===== config.mk =====
export PLATFORM = sky130hd
export DESIGN_NAME = food_tile_renderer
export DESIGN_NICKNAME = d
export VERILOG_FILES = /design/src/rtl/food_render_pkg.sv /design/src/rtl/tile_scan_counter.sv /design/src/rtl/food_tile_renderer.sv
export SDC_FILE = /design/constraint.sdc
export NUM_CORES = 1
export LEC_CHECK = 0
export BUFFER_PORTS_ARGS = -buffer_cell sky130_fd_sc_hd__buf_4
export CAP_MARGIN = 20
export CORE_UTILIZATION = 44
export DETAILED_ROUTE_END_ITERATION = 10
export GPL_ROUTABILITY_DRIVEN = 0
export HOLD_SLACK_MARGIN = 0.15
export PLACE_DENSITY = 0.73
export REMOVE_ABC_BUFFERS = 1
export SYNTH_ARGS = -nofsm -noshare
export SYNTH_HDL_FRONTEND = slang
export SYNTH_SLANG_ARGS = --single-unit

===== constraint.sdc =====
create_clock -name clk -period 1.4 [get_ports clk]
set_input_delay 0.14 -clock clk [delete_from_list [all_inputs] [get_ports clk]]
set_output_delay 0.14 -clock clk [all_outputs]
set_load 0.01 [all_outputs]

===== src/rtl/food_render_pkg.sv =====
// Shared types and constants for the food sprite renderers.
package food_render_pkg;

    localparam int FOOD_TYPE_W       = 2;
    localparam int COLOR_W           = 2;
    localparam int TILE_SIZE_DEFAULT = 16;

    typedef enum logic [1:0] {
        IDLE  = 2'd0,
        RUN   = 2'd1,
        DRAIN = 2'd2
    } render_state_e;

    // A stream register may take a new beat when it is empty or its beat is leaving.
    function automatic logic stream_load(input logic valid, input logic ready);
        return !valid || ready;
    endfunction

endpackage


===== src/rtl/tile_scan_counter.sv =====
// Raster-order x/y scan counter for a square sprite tile.
// x runs fastest; last_o flags the bottom-right pixel. Reused by other sprite renderers.
module tile_scan_counter #(
    parameter int TILE_SIZE = 16,
    parameter int COORD_W   = 4
) (
    input  logic               clk,
    input  logic               rst,
    input  logic               clr_i,
    input  logic               en_i,
    output logic [COORD_W-1:0] x_o,
    output logic [COORD_W-1:0] y_o,
    output logic               last_o
);

    localparam logic [COORD_W-1:0] MAX_COORD = COORD_W'(TILE_SIZE - 1);

    logic [COORD_W-1:0] x_q, x_d;
    logic [COORD_W-1:0] y_q, y_d;

    // Next scan position: clear wins over advance; wrap is against the tile edge, not the counter width.
    always_comb begin
        x_d = x_q;
        y_d = y_q;
        if (clr_i) begin
            x_d = '0;
            y_d = '0;
        end else if (en_i) begin
            if (x_q == MAX_COORD) begin
                x_d = '0;
                y_d = (y_q == MAX_COORD) ? '0 : y_q + COORD_W'(1);
            end else begin
                x_d = x_q + COORD_W'(1);
            end
        end
    end

    // Scan position registers.
    always_ff @(posedge clk) begin
        if (rst) begin
            x_q <= '0;
            y_q <= '0;
        end else begin
            x_q <= x_d;
            y_q <= y_d;
        end
    end

    assign x_o    = x_q;
    assign y_o    = y_q;
    assign last_o = (x_q == MAX_COORD) && (y_q == MAX_COORD);

endmodule


===== src/rtl/food_tile_renderer.sv =====
// Streams one food sprite tile as 2-bit pixels in raster order.
// The lookup sits outside this block on the lay_* ports; its colour is
// captured straight into the output register, one lookup per cycle.
module food_tile_renderer
    import food_render_pkg::*;
#(
    parameter int TILE_SIZE = TILE_SIZE_DEFAULT,
    parameter int COORD_W   = 4
) (
    input  logic                   clk,
    input  logic                   rst,
    input  logic                   start_valid,
    input  logic [FOOD_TYPE_W-1:0] start_type,
    output logic                   start_ready,
    output logic [COORD_W-1:0]     lay_x,
    output logic [COORD_W-1:0]     lay_y,
    output logic [FOOD_TYPE_W-1:0] lay_type,
    input  logic [COLOR_W-1:0]     lay_value,
    output logic                   pix_valid,
    input  logic                   pix_ready,
    output logic [COLOR_W-1:0]     pix_value,
    output logic [COORD_W-1:0]     pix_x,
    output logic [COORD_W-1:0]     pix_y,
    output logic                   pix_last,
    output logic                   busy
);

    render_state_e          state_q;
    logic [FOOD_TYPE_W-1:0] type_q;
    logic                   pix_valid_q;
    logic [COLOR_W-1:0]     pix_value_q;
    logic [COORD_W-1:0]     pix_x_q;
    logic [COORD_W-1:0]     pix_y_q;
    logic                   pix_last_q;

    logic               load;
    logic               cnt_clr;
    logic               cnt_en;
    logic               cnt_last;
    logic [COORD_W-1:0] cnt_x;
    logic [COORD_W-1:0] cnt_y;

    assign load    = stream_load(pix_valid_q, pix_ready);
    assign cnt_clr = (state_q == IDLE) && start_valid;
    // The counter parks on the last pixel; DRAIN only waits for the final beat to leave.
    assign cnt_en  = (state_q == RUN) && load && !cnt_last;

    tile_scan_counter #(
        .TILE_SIZE (TILE_SIZE),
        .COORD_W   (COORD_W)
    ) u_scan (
        .clk    (clk),
        .rst    (rst),
        .clr_i  (cnt_clr),
        .en_i   (cnt_en),
        .x_o    (cnt_x),
        .y_o    (cnt_y),
        .last_o (cnt_last)
    );

    // Sequencer and registered pixel output; a stalled beat holds every field.
    always_ff @(posedge clk) begin
        if (rst) begin
            state_q     <= IDLE;
            type_q      <= '0;
            pix_valid_q <= 1'b0;
            pix_value_q <= '0;
            pix_x_q     <= '0;
            pix_y_q     <= '0;
            pix_last_q  <= 1'b0;
        end else begin
            case (state_q)
                IDLE: begin
                    if (start_valid) begin
                        type_q  <= start_type;
                        state_q <= RUN;
                    end
                end
                RUN: begin
                    if (load) begin
                        pix_valid_q <= 1'b1;
                        pix_value_q <= lay_value;
                        pix_x_q     <= cnt_x;
                        pix_y_q     <= cnt_y;
                        pix_last_q  <= cnt_last;
                        if (cnt_last) state_q <= DRAIN;
                    end
                end
                DRAIN: begin
                    if (pix_valid_q && pix_ready) begin
                        pix_valid_q <= 1'b0;
                        state_q     <= IDLE;
                    end
                end
                default: state_q <= IDLE;
            endcase
        end
    end

    assign start_ready = (state_q == IDLE);
    assign busy        = (state_q != IDLE);
    assign lay_x       = cnt_x;
    assign lay_y       = cnt_y;
    assign lay_type    = type_q;
    assign pix_valid   = pix_valid_q;
    assign pix_value   = pix_value_q;
    assign pix_x       = pix_x_q;
    assign pix_y       = pix_y_q;
    assign pix_last    = pix_last_q;

endmodule

# Yosys cells after proc, flatten, opt, wreduce, memory -nomap -nowiden
# Index checks and enable logic that the tools add are counted.
# classes
order_cmp,0
add_sub_neg,2
n_eq_ne,8
muxes,10
mul,0
div,0
bitwise,0
shifts,0
n_reduce_logical,17
# ops
op,n
"adder 4 x 1 -> 4 bit, second input constant",2
"== test 4 bit, second input constant",2
two-way mux 2 bit,4
two-way mux 4 bit,2
"!= test 2 bit, second input constant",4
case mux 2 bit (3 select lines),1
AND reduction 2 bit,3
logical AND 1 bit,5
AND reduction 4 bit,1
nonzero test 2 bit,2
AND reduction 3 bit,1
"== test 2 x 1 -> 1 bit, second input constant",1
"== test 2 bit, second input constant",1
zero test 1 bit,2
zero test 2 bit,1
two-way mux 1 bit,2
case mux 1 bit (2 select lines),1
OR reduction 2 bit,1
logical OR 1 bit,1
# word_totals
mem_bits_rw,0
mem_bits_ro,0
ff_bits,24
output_inout_bits,24
latchBits,0
n_memories,0

# Longest topological paths before layout
# Gate-level depths: netlist of the first run.
# depth
word_depth,5
mapped_depth,5
depth_no_buf,5

# Hierarchy
# Synthesis of the first run repeated with hierarchy kept, for this count alone.
# unflattened
cells_unflattened,116
hier_area_um2,1066.0
# modules_own_cells
module,seq_area_each_um2,cells_each,area_per_inst_um2,instances
food_tile_renderer,320.3,74,685.7,1
tile_scan_counter,160.2,42,380.4,1

# Worst setup path before layout of the first run
# OpenSTA, ideal clock, no wires.
# synth_timing
path_kind,register to register
start,register u_scan.x_q[0] (netlist: u_scan.x_o[0])
end,register u_scan.y_q[3] (netlist: u_scan.y_o[3])
arrival_time_ns,1.462
synth_period_minus_slack_ns,1.532
setup_ns,0.070
path_stages_with_launch,6
n_path_buf,0
slack_ns,-0.132
cell_sequence,dfxtp_1 ha_1 and3_4 nand4_4 or3_1 a21oi_1
# synth_via
elab_chain_len,5
# synth_rtl
element,line_no,text
"start, declared",tile_scan_counter.sv:18,"logic [COORD_W-1:0] x_q, x_d;"
"start signal, assigned",tile_scan_counter.sv:41,x_q <= '0;
"start signal, assigned",tile_scan_counter.sv:44,x_q <= x_d;
== test 4 bit (*),"tile_scan_counter.sv:29, tile_scan_counter.sv:51",
logical AND 1 bit,tile_scan_counter.sv:51,assign last_o = (x_q == MAX_COORD) && (y_q == MAX_COORD);
zero test 1 bit,food_tile_renderer.sv:46,assign cnt_en = (state_q == RUN) && load && !cnt_last;
logical AND 1 bit,food_tile_renderer.sv:46,
AND reduction 2 bit (no source line) (*),n/a,
"end signal, assigned",tile_scan_counter.sv:45,y_q <= y_d;
"end, declared",tile_scan_counter.sv:19,"logic [COORD_W-1:0] y_q, y_d;"
# Every way passes the cells marked *; elsewhere a longest branch is shown, timed or not.
# A chain may end at the register's enable or synchronous reset.

# Worst setup path after layout of the first run
# layout_timing
start,input port pix_ready
end,register u_scan.x_q[2] (netlist: u_scan.x_o[2])
# layout_via
elab_chain_len,3
# layout_rtl
element,line_no,text
"start, declared",food_tile_renderer.sv:20,"input logic pix_ready,"
logical OR 1 bit,food_render_pkg.sv:16,return !valid || ready;
logical AND 1 bit (2 in a row),food_tile_renderer.sv:46,
# Every way passes these cells.

==> flow_metrics.py, run 1 <==
metrics = {
    "flow_run": {
        "cap_violations": 0,
    },
    "finish": {
        "stdcell_area_sq_um": 1540,
        "nNetsFinal": 185,
        "drive_gt1_share_pct": 37.9,
        "n_antenna_cell": 0,
        "synthToLayoutAreaGrowth_pct": 54.2,
        "mostFrequentLayoutCell": "buf_4",
        "final_cells": 201,
        "mostFrequentLayoutCells": "buf_4, nand2_1, dfxtp_1",
    },
    "logic_synthesis": {
        "synth.distinct_cells": 28,
        "synth_xor_area_share_pct": 0.875,
        "synth_cells": 121,
        "ys_warn_count": 0,
        "synth_top_family_by_area": "simple AND/OR/NAND/NOR gates",
        "synthAdderAreaFrac_pct": 2.50,
        "ys_seq_area_share_pct": 48.0,
        "netlist_area_sq_um": 1000,
        "synthSimpleGateAreaFrac_pct": 30.2,
        "avgSynthCellArea_sq_um": 8.27,
        "ys.flop_type": "dfxtp_1",
        "synth_compound_area_share_pct": 16.3,
        "synth_mux_area_share_pct": 0,
        "synth_edf_count": 0,
        "async_flop_share_pct": 0,
        "ys_ff_latch": 24,
    },
    "floorplanning": {
        "die_w_microns": 49.7,
        "rows": 16,
        "io-pin-count": 32,
        "core_area_sq_um": 2040,
        "die_h_microns": 49.7,
        "design.die.area_sq_um": 2470,
        "initial_core_util_pct": 49.0,
    },
    "critical_path": {
        "worstSetupStartpoint": "pix_ready",
        "start_kind": "input port",
        "crit_required_ns": 1.63,
        "cp_cell_sequence": "dlygate4sd3_1 -> buf_4 -> and2b_2 -> nor2_4 -> a21oi_1 -> a311oi_2",
        "worstSetupEndpointType": "flop",
        "cp.arrival_ns": 1.59,
        "r2r-start": "u_scan.y_o[0]$_SDFFE_PP0P_",
        "worstReg2RegEnd": "u_scan.x_o[2]$_SDFFE_PP0P_",
        "cpPeakStageDelay_ns": 0.53,
        "reg2reg_setup_slack_ns": 0.05,
        "crit_slowest_cell": "dlygate4sd3_1",
        "path_class": "in -> reg",
        "crit_fanout": 6,
        "rr_worst_depth": 5,
    },
    "grt": {
        "grt_pass1_wl_microns": 4160,
        "use_met1_pct": 27.6,
        "busiest_layer": "met2",
        "grt_pass1_vias": 978,
        "grt_start_max_net_pins": 19,
        "gr-total-overflow": 0,
        "antenna_found_initial": 0,
        "track_usage_pct": 21.7,
        "grt_util_met2_pct": 36.7,
        "gr-usage-met3_pct": 3.40,
    },
    "worst_hold_path": {
        "hold_path_class": "reg -> reg",
        "whs_path_depth": 2,
        "min_to": "pix_x[3]$_SDFFE_PP0P_",
        "min_from": "pix_x[3]$_SDFFE_PP0P_",
    },
    "place": {
        "dp_cells": 188,
        "place_hpwl_microns": 1730,
        "numPortBuffers": 31,
        "placed_area_sq_um": 1350,
    },
    "timing": {
        "drv_slew": 0,
        "finalSetupViolations": 0,
        "hold_ws_ns": 0.466,
        "fmax_mhz": 734,
        "finalSetupTns_ns": 0,
        "period_needed_ns": 1.36,
        "finalHoldViolations": 0,
        "final.setup_skew_ns": 0.00128,
        "post-route-period-util_pct": 97.3,
        "max_slew_margin_pct": 79.2,
        "worstMarginPinSlew_ns": 0.311,
    },
    "drt": {
        "post_drt_wl_per_cell_microns": 13.0,
        "route.detailed.drc": 0,
        "drt_iter0_drc": 21,
        "ant_nets": 0,
        "vias": 1064,
        "viasPerCell": 5.29,
        "dr.pass1.iters": 4,
        "routed_wl_microns": 2610,
    },
    "power_and_ir_drop": {
        "peakVddDrop_v": 0.000712,
        "leakagePower_nw": 0.639,
        "powerDensity_nw_per_um2": 892,
    },
    "cts": {
        "cts_max_level": 1,
        "clkLatencyLatePin_ns": 0.31,
        "cts_buffers": 3,
        "cts_buffer_depth": 2,
        "cts_tree": "yes",
        "clk_pin_slew_ns": 0.13,
        "cts-root-buf": "clkbuf_4",
        "clock_sinks": 24,
    },
    "status": {
        "status": "complete, no violations",
    },
}
## per-layer routing
metal | vias to the layer above | part of all wire [%]
met3 | 2 | 4.0
met2 | 27 | 51
met5 | - | 0
li1 | 532 | -
met1 | 503 | 45
met4 | 0 | 0.57
## layout make-up
cell class	instances	area, sq um
inverter	1	3.75
sequential	24	484
tap	27	33.8
clock inverter	1	30.0
timing repair buffer	53	419
fill	145	498
multi-input combinational	92	551
clock buffer	3	22.5
## critical path, delay by kind of cell
| kind | cells | cell delay (ns) |
|---|---|---|
| AO/OA/AOI/OAI | 2 | 0.37 |
| buffers and inverters | 2 | 0.65 |
| AND/OR/NAND/NOR | 2 | 0.43 |
## where the power goes
group | internal (mW) | switching [mW] | total (mW)
logic | 0.0862 | 0.0879 | 0.174
registers | 0.698 | 0.0124 | 0.711
clock network | 0.289 | 0.202 | 0.492
total | 1.07 | 0.303 | 1.38
## cells in the mapped netlist, types with 2 or more instances
cell type / instances / area (sq um)
a21oi_1: 18 / 90.1
a311oi_1: 2 / 17.5
a31oi_1: 2 / 12.5
and2b_1: 2 / 15.0
buf_2: 2 / 10.0
clkbuf_1: 2 / 7.51
dfxtp_1: 24 / 480
ha_1: 2 / 25.0
nand2_1: 31 / 116
nand2b_1: 2 / 12.5
nand3_1: 10 / 50.1
nor2_1: 3 / 11.3
nor3_1: 3 / 15.0
o21ai_0: 4 / 20.0
## worst max path at each step
stage,endpoint,slack [ns],cells past startpoint
finish,u_scan.x_o[2]$_SDFFE_PP0P_,0.04,6
global placement,u_scan.y_o[3]$_SDFFE_PP0P_,0.07,5
global route,u_scan.x_o[2]$_SDFFE_PP0P_,-0.008,5
detailed placement,u_scan.y_o[3]$_SDFFE_PP0P_,0.01,5
floorplan,u_scan.y_o[3]$_SDFFE_PP0P_,-0.13,5
CTS,u_scan.x_o[1]$_SDFFE_PP0P_,0.002,6
## metrics by stage
| step | setup slack, ns | util [%] | total power [mW] |
|---|---|---|---|
| floorplan | -0.132 | - | 0.785 |
| global placement | 0.0668 | 66.0 | 0.866 |
| detailed placement | 0.0102 | 66.0 | 0.870 |
| CTS | 0.00172 | 72.6 | 1.37 |
| global route | -0.00843 | 75.6 | 1.44 |
| finish | 0.0376 | 75.6 | 1.38 |
## sequential cells by signal, indices dropped and copies added (netlist names)
signal / flops
lay_type: 2
pix_last: 1
pix_valid: 1
pix_value: 2
pix_x: 4
pix_y: 4
state_q: 2
u_scan.x_o: 4
u_scan.y_o: 4
## cell families after synthesis
logic type                 Yosys count
AOI/OAI and AO/OA                   29
and+or+nand+nor                     60
DFF                                 24
xor gates and xnor gates             1
adders and majority gates            2
buffers and inverters                5
## timing repair
item                                   4_1_cts  5_1_grt
gates resized for setup                      4       12
hold buffers                                 7        0
pin swaps                                    1        2
setup endpoints to repair                    5       19
endpoints found under the hold margin       16        0
gates cloned                                 0        0
setup buffers                                0        2
No activity file was read; power rests on OpenSTA's default activity.
==> run 2, diff against run 1 <==
--- a/config.mk
+++ b/config.mk
@@ -6,7 +6,6 @@
 export NUM_CORES = 1
 export LEC_CHECK = 0
 export BUFFER_PORTS_ARGS = -buffer_cell sky130_fd_sc_hd__buf_4
-export CAP_MARGIN = 20
 export CORE_UTILIZATION = 44
 export DETAILED_ROUTE_END_ITERATION = 10
 export GPL_ROUTABILITY_DRIVEN = 0
==> constraint.sdc (replaced) <==
create_clock -name clk -period 1.4 [get_ports clk]
set_input_delay 0.07 -clock clk [delete_from_list [all_inputs] [get_ports clk]]
set_output_delay 0.07 -clock clk [all_outputs]
set_load 0.01 [all_outputs]
==> run 2 against run 1 <==
Flip-flop and latch count did not move. Worst hold slack got worse by 0.00079 ns. Via count fell by 0.66%. Critical path depth rose by 1. Sequential share of layout area rose by 0.31 points. Non-clock buffer count did not move. Global-route usage did not move. Cell count did not move. Largest power group unchanged.
==> flow_metrics.py, run 2 (synthesis gave the netlist of run 1 again) <==
metrics = {
    "status": {
        "status": "complete, no violations",
    },
    "timing": {
        "finalSetupViolations": 0,
        "post-route-period-util_pct": 99.0,
        "worstMarginPinSlew_ns": 0.336,
        "finalSetupTns_ns": 0,
        "drv_slew": 0,
        "worst_slack_ns": 0.0140,
        "rsz0062_at_grt": "true",
        "final.setup_skew_ns": 0.00498,
        "max_slew_margin_pct": 77.5,
        "fmax_mhz": 721,
        "period_needed_ns": 1.39,
        "finalHoldViolations": 0,
    },
    "critical_path": {
        "path_class": "in -> reg",
        "cp.arrival_ns": 1.63,
        "crit_required_ns": 1.65,
        "start_kind": "input port",
        "worstSetupEndpointType": "flop",
        "crit_fanout": 8,
    },
    "grt": {
        "grt_pass1_wl_microns": 4160,
        "grt_pass1_vias": 978,
        "gr-total-overflow": 0,
        "antenna_found_initial": 0,
        "track_usage_pct": 21.7,
        "grt_start_max_net_pins": 19,
    },
    "cts": {
        "cts-root-buf": "clkbuf_4",
        "cts_max_level": 1,
        "clkLatencyLatePin_ns": 0.31,
        "cts_buffer_depth": 2,
        "clk_pin_slew_ns": 0.13,
        "clock_sinks": 24,
        "cts_buffers": 3,
        "cts_tree": "yes",
    },
    "finish": {
        "nNetsFinal": 185,
        "mostFrequentLayoutCell": "buf_4",
        "drive_gt1_share_pct": 37.4,
        "final_cells": 201,
        "final_core_util_pct": 75.1,
        "n_antenna_cell": 0,
        "mostFrequentLayoutCells": "buf_4, nand2_1, dfxtp_1",
        "synthToLayoutAreaGrowth_pct": 53.1,
    },
    "power_and_ir_drop": {
        "powerDensity_nw_per_um2": 896,
        "peakVddDrop_v": 0.000639,
        "leakagePower_nw": 0.637,
        "total_power_mw": 1.37,
    },
    "drt": {
        "vias": 1057,
        "drt_iter0_drc": 31,
        "post_drt_wl_per_cell_microns": 13.0,
        "routed_wl_microns": 2610,
        "dr.pass1.iters": 4,
        "route.detailed.drc": 0,
        "ant_nets": 0,
        "viasPerCell": 5.26,
    },
    "place": {
        "place_hpwl_microns": 1730,
        "dp_cells": 188,
        "numPortBuffers": 31,
        "pre_cts_slack_ns": 0.0102,
    },
    "floorplanning": {
        "core_area_sq_um": 2040,
        "die_h_microns": 49.7,
        "initial_core_util_pct": 49.0,
        "design.die.area_sq_um": 2470,
        "die_w_microns": 49.7,
        "io-pin-count": 32,
        "rows": 16,
    },
    "worst_hold_path": {
        "hold_path_class": "reg -> reg",
    },
    "flow_run": {
        "cap_violations": 0,
    },
}
[run 2: changes by cell type in the layout (fill, tap and decap cells not counted)]
| cell | change |
|---|---|
| and2b_2 | -1 |
| buf_6 | -1 |
| dfxtp_1 | -1 |
| nor2_1 | +1 |
| dfxtp_2 | +1 |
| nor2_4 | -1 |
| and2b_1 | +1 |
| buf_4 | +1 |
[run 2: metrics by stage]
stage,hold slack [ns],instance area (sq um)
finish,0.465,1530
CTS,0.466,1480
floorplan,0.139,983
detailed placement,0.332,1350
global placement,0.320,1350
global route,0.486,1530
[run 2: worst paths after layout]
kind	start	endpoint	slack, ns	depth (start not counted)
setup / recovery	pix_ready	pix_y[3]$_SDFFE_PP0P_	0.01	7
hold / removal	pix_x[3]$_SDFFE_PP0P_	pix_x[3]$_SDFFE_PP0P_	0.47	2
setup reg to reg	u_scan.x_o[0]$_SDFFE_PP0P_	u_scan.y_o[3]$_SDFFE_PP0P_	0.06	6
hold reg to reg	pix_x[3]$_SDFFE_PP0P_	pix_x[3]$_SDFFE_PP0P_	0.47	2
[run 2: layout make-up]
cell class	instances	area, sq um
tap	27	33.8
clock inverter	1	30.0
inverter	1	3.75
clock buffer	3	22.5
fill	145	509
sequential	24	485
multi-input combinational	92	542
timing repair buffer	53	415
[run 2: metal layers]
| layer | vias to the layer above | global-route usage (%) | share of wire, % |
|---|---|---|---|
| met1 | 491 | 27.6 | 45 |
| met4 | 0 | 7.62 | 0.38 |
| met5 | - | 0 | 0 |
| met3 | 2 | 3.40 | 4.1 |
| met2 | 35 | 36.7 | 51 |
| li1 | 529 | - | - |
[run 2: critical path, stage by stage]
cell and delay, ns:
dlygate4sd3_1 0.53, buf_4 0.12, and2b_1 0.23, nor2_2 0.27, buf_4 0.22, nand2_1 0.06
a21oi_1 0.13
[run 2: what timing repair did]
item / in CTS / in global routing
pin swaps: 1 / 2
endpoints found under the hold margin: 16 / 0
resized for setup: 4 / 9
setup endpoints to repair: 5 / 14
hold buffers: 7 / 0
setup buffers: 0 / 2
[run 2: power by group]
| group | leakage, nW | internal (mW) | switching, mW |
|---|---|---|---|
| registers | 0.196 | 0.699 | 0.0121 |
| clock network | 0.0279 | 0.289 | 0.203 |
| logic | 0.413 | 0.0833 | 0.0868 |
